<file path="src/rtl/lfsr_pkg.sv">
// Shared definitions for the LFSR sequencing controller.
//   - default datapath widths
//   - feedback tap mask and the non-zero seed used in place of the lock-up seed
//   - controller state encoding and a small state decode helper
package lfsr_pkg;

  localparam int unsigned WIDTH_DEFAULT = 4;
  localparam int unsigned CNT_W_DEFAULT = 8;

  // x^4 + x^3 + 1: feedback is q[3] ^ q[2]
  localparam logic [3:0] LFSR_TAPS = 4'b1100;

  // All-zero is the LFSR lock-up state; this value is loaded instead
  localparam logic [3:0] SEED_FIX = 4'b0001;

  typedef enum logic [2:0] {
    StIdle  = 3'd0,
    StLoad  = 3'd1,
    StRun   = 3'd2,
    StCapt  = 3'd3,
    StShift = 3'd4,
    StDone  = 3'd5
  } state_e;

  function automatic logic state_busy(input state_e s);
    return s != StIdle;
  endfunction

endpackage

</file>
<file path="src/rtl/lfsr4_core.sv">
// Fibonacci LFSR register with synchronous load and step enable.
// Ports:
//   clk  - rising-edge clock
//   rst  - asynchronous active-low reset, clears q
//   load - load d into q (priority over en)
//   en   - advance the LFSR one step
//   d    - load value
//   q    - current register contents
// WIDTH must be at least 2.
module lfsr4_core
  import lfsr_pkg::*;
#(
  parameter int unsigned      WIDTH = WIDTH_DEFAULT,
  parameter logic [WIDTH-1:0] TAPS  = WIDTH'(LFSR_TAPS)
) (
  input  logic             clk,
  input  logic             rst,
  input  logic             load,
  input  logic             en,
  input  logic [WIDTH-1:0] d,
  output logic [WIDTH-1:0] q
);

  logic fb;

  // XOR of the tapped bits shifts in at the LSB
  assign fb = ^(q & TAPS);

  always_ff @(posedge clk or negedge rst) begin
    if (!rst) begin
      q <= '0;
    end else if (load) begin
      q <= d;
    end else if (en) begin
      q <= {q[WIDTH-2:0], fb};
    end
  end

endmodule

</file>
<file path="src/rtl/lfsr_seq_ctrl.sv">
// Sequencing controller for the LFSR datapath.
// A start in IDLE latches seed/run_len, loads the core, steps it run_len times,
// captures the register and shifts the captured word out LSB-first.
// Ports:
//   clk      - rising-edge clock
//   rst      - asynchronous active-low reset
//   start    - begin a sequence (sampled only in IDLE)
//   abort    - synchronous cancel back to IDLE, beats everything but reset
//   seed     - seed value, sampled with start
//   run_len  - number of LFSR steps before capture, sampled with start
//   busy     - high while not IDLE
//   OUT      - serial data bit
//   vaild    - OUT qualifier
//   done     - one-cycle pulse after the last serial bit
//   seed_fix - one-cycle pulse in LOAD when a zero seed was replaced
// All outputs are decoded from registered state only.
module lfsr_seq_ctrl
  import lfsr_pkg::*;
#(
  parameter int unsigned WIDTH = WIDTH_DEFAULT,
  parameter int unsigned CNT_W = CNT_W_DEFAULT
) (
  input  logic             clk,
  input  logic             rst,
  input  logic             start,
  input  logic             abort,
  input  logic [WIDTH-1:0] seed,
  input  logic [CNT_W-1:0] run_len,
  output logic             busy,
  output logic             OUT,
  output logic             vaild,
  output logic             done,
  output logic             seed_fix
);

  localparam int unsigned      IDX_W    = (WIDTH > 1) ? $clog2(WIDTH) : 1;
  localparam logic [IDX_W-1:0] IDX_LAST = IDX_W'(WIDTH - 1);
  localparam logic [WIDTH-1:0] SEED_SUB = WIDTH'(SEED_FIX);

  state_e           state_q, state_d;
  logic [WIDTH-1:0] seed_q;
  logic [CNT_W-1:0] run_len_q;
  logic [CNT_W-1:0] cnt_q, cnt_d;
  logic [WIDTH-1:0] cap_q, cap_d;
  logic [IDX_W-1:0] idx_q, idx_d;
  logic             latch_req;
  logic             seed_zero;
  logic             core_load;
  logic             core_en;
  logic [WIDTH-1:0] core_d;
  logic [WIDTH-1:0] core_q;

  assign seed_zero = (seed_q == '0);
  assign core_d    = seed_zero ? SEED_SUB : seed_q;

  lfsr4_core #(
    .WIDTH (WIDTH)
  ) u_core (
    .clk  (clk),
    .rst  (rst),
    .load (core_load),
    .en   (core_en),
    .d    (core_d),
    .q    (core_q)
  );

  // Next-state and datapath control. Abort forces IDLE and suppresses every
  // register update, so core and cap keep their contents.
  always_comb begin
    state_d   = state_q;
    latch_req = 1'b0;
    core_load = 1'b0;
    core_en   = 1'b0;
    cnt_d     = cnt_q;
    cap_d     = cap_q;
    idx_d     = idx_q;

    if (abort) begin
      state_d = StIdle;
    end else begin
      unique case (state_q)
        StIdle: begin
          if (start) begin
            state_d   = StLoad;
            latch_req = 1'b1;
          end
        end
        StLoad: begin
          core_load = 1'b1;
          cnt_d     = run_len_q;
          state_d   = (run_len_q != '0) ? StRun : StCapt;
        end
        StRun: begin
          core_en = 1'b1;
          cnt_d   = cnt_q - CNT_W'(1);
          // Leaving at 1 means the counter never wraps, even at max run_len
          if (cnt_q == CNT_W'(1)) begin
            state_d = StCapt;
          end
        end
        StCapt: begin
          cap_d   = core_q;
          idx_d   = '0;
          state_d = StShift;
        end
        StShift: begin
          idx_d = idx_q + IDX_W'(1);
          if (idx_q == IDX_LAST) begin
            state_d = StDone;
          end
        end
        StDone: begin
          state_d = StIdle;
        end
        default: begin
          state_d = StIdle;
        end
      endcase
    end
  end

  always_ff @(posedge clk or negedge rst) begin
    if (!rst) begin
      state_q <= StIdle;
      cnt_q   <= '0;
      cap_q   <= '0;
      idx_q   <= '0;
    end else begin
      state_q <= state_d;
      cnt_q   <= cnt_d;
      cap_q   <= cap_d;
      idx_q   <= idx_d;
    end
  end

  always_ff @(posedge clk or negedge rst) begin
    if (!rst) begin
      seed_q    <= '0;
      run_len_q <= '0;
    end else if (latch_req) begin
      seed_q    <= seed;
      run_len_q <= run_len;
    end
  end

  assign busy     = state_busy(state_q);
  assign vaild    = (state_q == StShift);
  assign OUT      = (state_q == StShift) ? cap_q[idx_q] : 1'b0;
  assign done     = (state_q == StDone);
  assign seed_fix = (state_q == StLoad) && seed_zero;

endmodule
</file>
<file path="config.mk">
export PLATFORM = sky130hd
export DESIGN_NAME = lfsr_seq_ctrl
export DESIGN_NICKNAME = d
export VERILOG_FILES = /design/src/rtl/lfsr_pkg.sv /design/src/rtl/lfsr4_core.sv /design/src/rtl/lfsr_seq_ctrl.sv
export SDC_FILE = /design/constraint.sdc
export NUM_CORES = 1
export LEC_CHECK = 0
export CAP_MARGIN = 20
export CORE_MARGIN = 1.5
export CORE_UTILIZATION = 25
export DETAILED_ROUTE_END_ITERATION = 10
export PLACE_DENSITY = 0.47
export SLEW_MARGIN = 20
export SYNTH_ARGS = -nofsm -noshare
export SYNTH_HDL_FRONTEND = slang
export SYNTH_SLANG_ARGS = --single-unit
export TNS_END_PERCENT = 5
</file>
<file path="constraint.sdc">
create_clock -name clk -period 3.2 [get_ports clk]
set_clock_uncertainty 0.15 [all_clocks]
set_input_delay 0.64 -clock clk [delete_from_list [all_inputs] [get_ports clk]]
set_output_delay 0.64 -clock clk [all_outputs]
set_load 0.02 [all_outputs]
</file>
==> metrics.csv <==
metric,value,unit
Syn Inst Count,149,
GP Congestion,0.796,
initial antenna violation count,0,
n_diodes,0,
total core area,6420,sq um
final net count,190,
post-synthesis adder-cell area fraction,2.23,%
Mapped Nets,168,
Final Hold Fails,0,
simple-gate share of the synthesized area,17.8,%
clk_lat worst skew,0.28,ns
multiplexer share of the synthesized area,13.8,%
setup bufs post-CTS,0,
setup violators final,0,
CTS Buffer Depth,2,
async set-reset flop share out of synthesis,100,%
most frequent cells in the layout,"dfrtp_1 (33), clkdlybuf4s50_1 (20), mux2_2 (16), o21ai_0 (14), nor2_1 (11)",
first-pass GRT wire length,6290,um
Final Cycle Share,87.3,%
syn_area_per_cell,11.3,sq um
largest net degree at the start of global routing,34,
CTS H-tree lvls,2,
Rel. slew slack,62.8,%
Gate power share,32.1,%
ys flop type,dfrtp_1,
Sw Pwr,585,uW
vias in the first global route,1300,
I/O Buffers,20,
worst hold path type,flip-flop to flip-flop,
Die W,85.1,um
Post-synth EDFFs,0,
Crit path arrival time,2.00,ns
routed wire length,3630,um
WS Path Type,flip-flop to output pin,
Total GRT Usage,11.1,%
area share of the largest cell type after synthesis,49.0,%
clk slew on worst S/H paths,0.07,ns
row count,29,
Starting Density,26.2,%
fraction of layout cells with a size suffix above 1,17.4,%
Synth Area in Compound Gates,11.7,%
Worst Max-Slew Pin Slew,0.558,ns
die extent in y,85.1,um
Pleak,0.000836,uW
Hold Buf Count CTS,0,
Clock Tree Root,clkbuf_8,
failing checks,DRC,
RSZ-0062 raised after global routing,false,
Syn-to-layout area delta,19.8,%
Final HPWL DP,2720,um
synthesis-stage register bit count,33,
CP Launch Type,flip-flop,
Max rail drop VDD,317,uV
DRC Markers,1,
total CTS buffers,5,
top area cells in the synthesized netlist,"dfrtp_1 (49%), mux2_2 (11%), o21ai_0 (4.2%)",
total global routing overflow,0,
mean number of vias per cell,5.06,
Clk pwr share,18.7,%
status,"complete, but fails checks",
Max Slew Vio Count,0,
Crit path required time,2.41,ns
Synth Cell Area,1680,sq um
maxcap violations,0,
final core utilization,31.4,%
IO Count,21,
die area,7240,sq um
CTS tree,done,
post-route ant nets,0,
sequential share of the synthesized area,49.0,%
min cycle time layout,2.79,ns
WL/cell,14.6,um
"area leader, netlist",dfrtp_1,
Yosys warnings,0,
Switching Share,36.2,%
Setup TNS Final,0,ns
clock sink count,33,
pwr dens,802,nW/um^2
vias,1261,
DRT Pass-1 Iters,9,
XOR/XNOR Fraction of Synth Area,1.04,%
post_cts resized,0,
"most common cell after layout, fill and taps aside",dfrtp_1,
Seq pwr share,49.2,%
Initial DRC Count,75,
Peak Freq,358,MHz
post-synthesis cell type count,39,
CP max FO,10,
largest family of logic cells by synthesized area,simple AND/OR/NAND/NOR gates,
Worst Setup End Kind,output pin,
Internal Pwr Total,1030,uW
## critical path: stages (launching register included)
cell             delay (ns)
dfrtp_1                0.61
nor3b_2                0.34
and2_1                 0.17
clkdlybuf4s50_1        0.59
## cell usage after synthesis (3+ instances only)
cell     instances
nor3_1           3
mux2_2          16
inv_1            5
dfrtp_1         33
ha_1             3
mux2i_1          3
a21oi_1          6
buf_6            4
nor2_1          11
nand3_1          6
nand2_1          9
nor4_1           3
nor3b_1          4
o21ai_0         14
## per-stage QoR
stage	worst slack, ns	cell area [sq um]	power, uW	hold slack [ns]	cells
after floorplan	1.18	1680	1160	0.194	149
after global placement	0.643	1930	1300	0.337	241
after detailed placement	0.600	1930	1330	0.344	241
after CTS	0.401	2020	1630	0.360	249
after global routing	0.254	2020	1740	0.365	249
final	0.406	2020	1620	0.352	249
## state kept, by name, summed over array words and instances (netlist names)
name,cells
cnt_q,8
run_len_q,8
cap_q,4
seed_q,4
u_core.q,4
state_q,3
idx_q,2
## path summary, 6_finish.rpt
check | to | from | cells past startpoint | slack, ns
max reg2reg | run_len_q[4] | state_q[1] | 3 | 1.16
max | OUT | state_q[2] | 3 | 0.41
min | cap_q[3] | cap_q[3] | 1 | 0.35
min in group asynchronous | cap_q[0] | rst | 2 | 0.61
min reg2reg | cap_q[3] | cap_q[3] | 1 | 0.35
max in group asynchronous | cnt_q[2] | rst | 2 | 1.99
## cells by family after synthesis
logic type,count (synthesis)
mux,20
flops,33
buf+inv,11
xor+xnor,2
fa+ha+maj,3
compound gates,32
simple gates,48
## metal layers
layer	vias to the layer above	global-route usage, %	part of all wire, %
li1	587	-	-
met1	638	14.4	47
met2	29	17.4	47
met3	7	2.72	3.3
met4	0	5.51	2.6
met5	-	0	0
## final cells by class
type / count / area [sq um]
fillers: 636 / 4410
inverters: 5 / 18.8
well taps: 77 / 96.3
flip-flops and latches: 33 / 826
clock buffers: 6 / 72.6
clock inverters: 2 / 10.0
repair buffers: 21 / 208
multi-input cells: 105 / 786
## power by group through the flow
stage | logic (uW) | clock network, uW | registers (uW)
4_1_cts | 524 | 313 | 795
3_3_place_gp | 504 | 0 | 791
3_5_place_dp | 524 | 0 | 802
6_report | 519 | 302 | 796
5_1_grt | 584 | 332 | 825
2_1_floorplan | 445 | 0 | 718
Power figures use the tool's default switching activity.
